File: config.mk
export PLATFORM = sky130hd
export DESIGN_NAME = qram_rr_arbiter
export DESIGN_NICKNAME = d
export VERILOG_FILES = /design/src/rtl/qram_rr_arbiter.sv
export SDC_FILE = /design/constraint.sdc
export NUM_CORES = 1
export LEC_CHECK = 0
export CORE_AREA = 2 2 327 329
export CTS_CLUSTER_SIZE = 40
export DETAILED_ROUTE_END_ITERATION = 10
export DIE_AREA = 0 0 329 331
export PLACE_DENSITY = 0.3
export SLEW_MARGIN = 20
export SYNTH_ARGS = -nofsm -noshare
export SYNTH_HDL_FRONTEND = slang
export SYNTH_SLANG_ARGS = --single-unit
File: constraint.sdc
create_clock -name CLK -period 3.8 [get_ports CLK]
set_input_delay 0.76 -clock CLK [delete_from_list [all_inputs] [get_ports CLK]]
set_output_delay 0.76 -clock CLK [all_outputs]
set_load 0.05 [all_outputs]
File: src/rtl/qram_rr_arbiter.sv
// qram_rr_arbiter
// Two-requester round-robin arbiter in front of a single quad-lane RAM port.
// Ownership moves between requesters through a small FSM. The owner keeps the
// port for up to MAX_BURST granted cycles while the other requester waits, and
// is handed over directly (no idle bubble) when it stops requesting or when its
// burst budget is exhausted.
//
// Ports
//   CLK, RST                  clock, synchronous active-high reset
//   rN_req/wen/addr/four      requester N command (N = 0, 1)
//   rN_din_a..d               requester N write data lanes
//   rN_gnt                    access issued to the RAM this cycle
//   rN_rvalid                 read data on rN_dout_a..d valid this cycle
//   rN_dout_a..d              RAM read data, broadcast to both requesters
//   ram_ren/wen/addr/four     RAM command
//   ram_din_a..d              RAM write data lanes
//   ram_dout_a..d             RAM read data, valid one cycle after ram_ren
module qram_rr_arbiter #(
    parameter int ADDR_W    = 16,
    parameter int DATA_W    = 32,
    parameter int MAX_BURST = 8
) (
    input  logic              CLK,
    input  logic              RST,
    input  logic              r0_req,
    input  logic              r0_wen,
    input  logic [ADDR_W-1:0] r0_addr,
    input  logic              r0_four,
    input  logic [DATA_W-1:0] r0_din_a,
    input  logic [DATA_W-1:0] r0_din_b,
    input  logic [DATA_W-1:0] r0_din_c,
    input  logic [DATA_W-1:0] r0_din_d,
    output logic              r0_gnt,
    output logic              r0_rvalid,
    output logic [DATA_W-1:0] r0_dout_a,
    output logic [DATA_W-1:0] r0_dout_b,
    output logic [DATA_W-1:0] r0_dout_c,
    output logic [DATA_W-1:0] r0_dout_d,
    input  logic              r1_req,
    input  logic              r1_wen,
    input  logic [ADDR_W-1:0] r1_addr,
    input  logic              r1_four,
    input  logic [DATA_W-1:0] r1_din_a,
    input  logic [DATA_W-1:0] r1_din_b,
    input  logic [DATA_W-1:0] r1_din_c,
    input  logic [DATA_W-1:0] r1_din_d,
    output logic              r1_gnt,
    output logic              r1_rvalid,
    output logic [DATA_W-1:0] r1_dout_a,
    output logic [DATA_W-1:0] r1_dout_b,
    output logic [DATA_W-1:0] r1_dout_c,
    output logic [DATA_W-1:0] r1_dout_d,
    output logic              ram_ren,
    output logic              ram_wen,
    output logic [ADDR_W-1:0] ram_addr,
    output logic              ram_four,
    output logic [DATA_W-1:0] ram_din_a,
    output logic [DATA_W-1:0] ram_din_b,
    output logic [DATA_W-1:0] ram_din_c,
    output logic [DATA_W-1:0] ram_din_d,
    input  logic [DATA_W-1:0] ram_dout_a,
    input  logic [DATA_W-1:0] ram_dout_b,
    input  logic [DATA_W-1:0] ram_dout_c,
    input  logic [DATA_W-1:0] ram_dout_d
);

    typedef enum logic [1:0] {IDLE, OWN0, OWN1} state_t;

    localparam logic [8:0] MAX_B = 9'(MAX_BURST);

    state_t     state;
    logic       last;
    logic [7:0] cnt;
    logic       vld0_p1;
    logic       vld1_p1;

    logic [8:0] cnt_inc;
    logic       burst_done;
    logic [7:0] cnt_sat;

    always_comb begin
        cnt_inc    = {1'b0, cnt} + 9'd1;
        burst_done = (cnt_inc >= MAX_B);
        cnt_sat    = burst_done ? MAX_B[7:0] : cnt_inc[7:0];
    end

    // Grants are masked while RST is high so that the reset cycle itself never
    // issues an access, even if the state still shows an owner.
    assign r0_gnt = (state == OWN0) && r0_req && !RST;
    assign r1_gnt = (state == OWN1) && r1_req && !RST;

    // The masking keeps a read that was granted just before reset from
    // returning rvalid during the reset cycle.
    assign r0_rvalid = vld0_p1 && !RST;
    assign r1_rvalid = vld1_p1 && !RST;

    always_ff @(posedge CLK) begin
        if (RST) begin
            state   <= IDLE;
            last    <= 1'b1;
            cnt     <= 8'd0;
            vld0_p1 <= 1'b0;
            vld1_p1 <= 1'b0;
        end else begin
            vld0_p1 <= r0_gnt && !r0_wen;
            vld1_p1 <= r1_gnt && !r1_wen;
            case (state)
                IDLE: begin
                    // Tie goes to whichever requester did not own last.
                    if (r0_req && (!r1_req || last)) begin
                        state <= OWN0;
                        last  <= 1'b0;
                        cnt   <= 8'd0;
                    end else if (r1_req) begin
                        state <= OWN1;
                        last  <= 1'b1;
                        cnt   <= 8'd0;
                    end
                end
                OWN0: begin
                    if (r0_req && !(burst_done && r1_req)) begin
                        cnt <= cnt_sat;
                    end else if (r1_req) begin
                        state <= OWN1;
                        last  <= 1'b1;
                        cnt   <= 8'd0;
                    end else begin
                        state <= IDLE;
                        cnt   <= 8'd0;
                    end
                end
                OWN1: begin
                    if (r1_req && !(burst_done && r0_req)) begin
                        cnt <= cnt_sat;
                    end else if (r0_req) begin
                        state <= OWN0;
                        last  <= 1'b0;
                        cnt   <= 8'd0;
                    end else begin
                        state <= IDLE;
                        cnt   <= 8'd0;
                    end
                end
                default: begin
                    state <= IDLE;
                    cnt   <= 8'd0;
                end
            endcase
        end
    end

    // RAM command mux: driven only by the granted requester, zero otherwise.
    always_comb begin
        ram_ren   = 1'b0;
        ram_wen   = 1'b0;
        ram_addr  = '0;
        ram_four  = 1'b0;
        ram_din_a = '0;
        ram_din_b = '0;
        ram_din_c = '0;
        ram_din_d = '0;
        if (r0_gnt) begin
            ram_ren   = !r0_wen;
            ram_wen   = r0_wen;
            ram_addr  = r0_addr;
            ram_four  = r0_four;
            ram_din_a = r0_din_a;
            ram_din_b = r0_din_b;
            ram_din_c = r0_din_c;
            ram_din_d = r0_din_d;
        end else if (r1_gnt) begin
            ram_ren   = !r1_wen;
            ram_wen   = r1_wen;
            ram_addr  = r1_addr;
            ram_four  = r1_four;
            ram_din_a = r1_din_a;
            ram_din_b = r1_din_b;
            ram_din_c = r1_din_c;
            ram_din_d = r1_din_d;
        end
    end

    assign r0_dout_a = ram_dout_a;
    assign r0_dout_b = ram_dout_b;
    assign r0_dout_c = ram_dout_c;
    assign r0_dout_d = ram_dout_d;
    assign r1_dout_a = ram_dout_a;
    assign r1_dout_b = ram_dout_b;
    assign r1_dout_c = ram_dout_c;
    assign r1_dout_d = ram_dout_d;

endmodule

==> results.toml <==
[power]
vdd_ir_drop_max_uv = 136
intPower_w = 0.00146
power.share.sequential = 0.060
power.net_switching_w = 0.00135
power.share.clock = 0.071
combPwrFrac = 0.869
p_leak_nw = 3.35
power.density_cell_area_mw_per_mm2 = 281
power.switching_fraction = 0.482

[layout]
fin_area_mm2 = 0.0100
fillers = 12100
nNetsFinal = 1131
area_growth_pct = 138
fraction_of_layout_instances_using_a_drive_strength_above_1 = 0.276

[yosys]
synth_warnings = 0
netlist.top_cell.by_area = "sky130_fd_sc_hd__buf_4"
synth-async-reset-ratio = 0
avg_synthesized_cell_area_um2 = 8.05
post_synth_most_frequent_cells = "257 x sky130_fd_sc_hd__buf_4, 147 x sky130_fd_sc_hd__a22o_1, 16 x sky130_fd_sc_hd__buf_6"
most_frequent_cell_after_synthesis = "sky130_fd_sc_hd__buf_4"
mappedNetlistNets = 953
yosys.cell_types.count = 37
post-synth-top-area-fraction = 0.458
postSynthCellCount = 523
ys_top_cells_by_area = "sky130_fd_sc_hd__buf_4 46%, sky130_fd_sc_hd__a22o_1 31%, sky130_fd_sc_hd__dfxtp_1 6.2%, sky130_fd_sc_hd__buf_6 4.3%, sky130_fd_sc_hd__buf_2 1.8%"
ys_dominant_reg_cell = "sky130_fd_sc_hd__dfxtp_1"
synth.yosys.seq_area_share = 0.0618
post_synth_instance_area_mm2 = 0.00421
synth-seq-cells = 13
synth-edff-count = 0

[setup_path]
setup_crit_end_kind = "output port"
worst-endpoint-arrival_ns = 3.00
timing.setup.critical_path_class = "in -> out"
critPathRequiredTime_ns = 3.04
critical_path.startpoint_type = "primary input"
critical_path.max_fanout = 55

[place]
placement_cell_area_mm2 = 0.00990
gp_congestion = 0.810
detailedPlacementHpwl_um = 34500
io_buffers = 446

[route]
routed_via_density = 2.17
route.final.wire_length_um = 38700
dr.first_iter.drc_count = 144
route.vias.total = 4546
routed_wire_length_per_instance_um = 18.5
detail_route.first_pass.iterations = 4
detail-route-antenna-nets = 0
drc = 0

[clock_network]
clk_pin_slew_ns = 0.04
cts.root.buffer_cell = "sky130_fd_sc_hd__clkbuf_16"
tritoncts_clock_tree = "built"
clock_latency_ns = 0.24
largest_buffer_count_on_any_clock_path = 2
cts_sinks = 13
post-cts-setup-buffers = 0
cts.htree.levels = 1
tritoncts.num_buffers = 3

[global_routing]
groute.usage.overall = 0.0659
grt_pass1_vias = 5009
grt_start_max_net_pins = 56
grt_antenna_before_repair = 13
remaining_global_route_overflow = 0
grt_first_pass_wirelength_um = 48100

[timing]
rsz0062_at_grt = "true"
achievable-frequency_mhz = 266
maxSlewHeadroom = 0.498
worst_clock_skew_ns = 0.00281
setup_total_negative_slack_ns = 0
timing.final.hold_violations = 0
slew_violations = 0
worstMarginPinSlew_ns = 0.752
setup_violations = 0
layout_worst_path_cycle_share = 0.990
period_minus_slack_ns = 3.76

[floorplan]
die_area_mm2 = 0.109
floorplan.initialDensity = 0.0401
core-area_mm2 = 0.105
io_pins = 831
fp.dieW_um = 329
fp-row-count = 119
chipHeight_um = 331

[outcome]
run_status = "finished, final reports clean"

[min_path]
type_of_the_worst_min_delay_path = "reg -> reg"

[run]
max_cap_violations = 0
==> area by class of cell <==
type | count | area, µm² | share of cell area
timing repair buffer | 462 | 6130 | 0.612
sequential | 13 | 260 | 0.0260
clock buffer | 4 | 78.8 | 0.00787
multi-input combinational | 214 | 1770 | 0.177
antenna | 1 | 2.50 | 0.000250
inverter | 7 | 31.3 | 0.00312
tap | 1391 | 1740 | 0.174
==> power by group through the flow <==
stage	Combinational, W	Sequential (W)	Clock [W]
floorplan	0.00179	0.000167	0
global placement	0.00251	0.000170	0
detailed placement	0.00248	0.000171	0
CTS	0.00250	0.000168	0.000205
global route	0.00256	0.000171	0.000213
finish	0.00244	0.000168	0.000200
==> cell families (layout without fill, tap and decap cells) <==
family | after synthesis | in the layout | synth area share
muxes | 3 | 3 | 0.00713
adders and majority gates | 6 | 6 | 0.0178
AOI/OAI and AO/OA | 163 | 163 | 0.331
and+or+nand+nor | 40 | 40 | 0.0517
other | 0 | 1 | 0
xor gates and xnor gates | 2 | 2 | 0.00416
buffers and inverters | 296 | 473 | 0.526
DFF | 13 | 13 | 0.0618
==> what timing repair did <==
action | in CTS | in global routing
setup endpoints to repair | 18 | 10
hold buffers | 0 | 0
pin swaps | 0 | 0
resized for setup | 18 | 3
==> final timing paths <==
check	startpoint	to	slack, ns	depth (start not counted)
worst max-delay path	r1_req	ram_din_d[0]	0.04	7
worst min register to register	cnt[7]$_SDFFE_PP0P_	cnt[7]$_SDFFE_PP0P_	0.46	1
worst max register to register	state[0]$_SDFFE_PP0P_	state[0]$_SDFFE_PP0P_	2.04	6
worst min-delay path	cnt[7]$_SDFFE_PP0P_	cnt[7]$_SDFFE_PP0P_	0.46	1
==> cells in the final DEF, fill, tap and decap left out, types with 2 or more instances in the layout <==
master / netlist / final
sky130_fd_sc_hd__or2_1: 2 / 2
sky130_fd_sc_hd__buf_12: 0 / 154
sky130_fd_sc_hd__ha_1: 6 / 6
sky130_fd_sc_hd__nor2_1: 6 / 6
sky130_fd_sc_hd__a22o_1: 147 / 127
sky130_fd_sc_hd__dfxtp_1: 13 / 13
sky130_fd_sc_hd__inv_1: 6 / 6
sky130_fd_sc_hd__nand2_1: 8 / 8
sky130_fd_sc_hd__clkbuf_16: 0 / 3
sky130_fd_sc_hd__mux2i_1: 3 / 3
sky130_fd_sc_hd__o21ai_0: 2 / 2
sky130_fd_sc_hd__buf_4: 257 / 13
sky130_fd_sc_hd__nand3b_1: 2 / 2
sky130_fd_sc_hd__a22o_2: 0 / 19
sky130_fd_sc_hd__clkdlybuf4s50_1: 0 / 295
sky130_fd_sc_hd__nor2b_1: 3 / 3
sky130_fd_sc_hd__and2_1: 5 / 5
sky130_fd_sc_hd__a21oi_1: 6 / 6
sky130_fd_sc_hd__nand2b_1: 5 / 5
sky130_fd_sc_hd__nand3_1: 2 / 2
==> registers in the layout, summed over array words and instances (netlist names) <==
signal,count
cnt,8
state,2
last,1
vld0_p1,1
vld1_p1,1
==> per-stage QoR <==
stage	power [W]	util	hold WS, ns	setup WS (ns)	std cells
floorplan	0.00196	-	0.430	0.784	523
global placement	0.00268	0.0944	0.451	-0.199	2087
detailed placement	0.00265	0.0944	0.447	-0.179	2087
CTS	0.00288	0.0953	0.464	0.00506	2091
global route	0.00294	0.0954	0.492	-0.0337	2091
finish	0.00281	0.0954	0.455	0.0370	2092
==> worst max-delay path: stages <==
cell	delay [ns]
sky130_fd_sc_hd__clkdlybuf4s50_1	0.62
sky130_fd_sc_hd__nand2_1	0.09
sky130_fd_sc_hd__or2_1	0.32
sky130_fd_sc_hd__nor2_4	0.18
sky130_fd_sc_hd__buf_12	0.30
sky130_fd_sc_hd__a22o_2	0.46
sky130_fd_sc_hd__buf_12	0.20
==> metal layers <==
layer,track usage,wire [µm]
met1,0.0784,15600
met4,0.0184,1240
met3,0.0328,4880
met2,0.104,16800
met5,0,108
(Power assumes the default switching activity.)
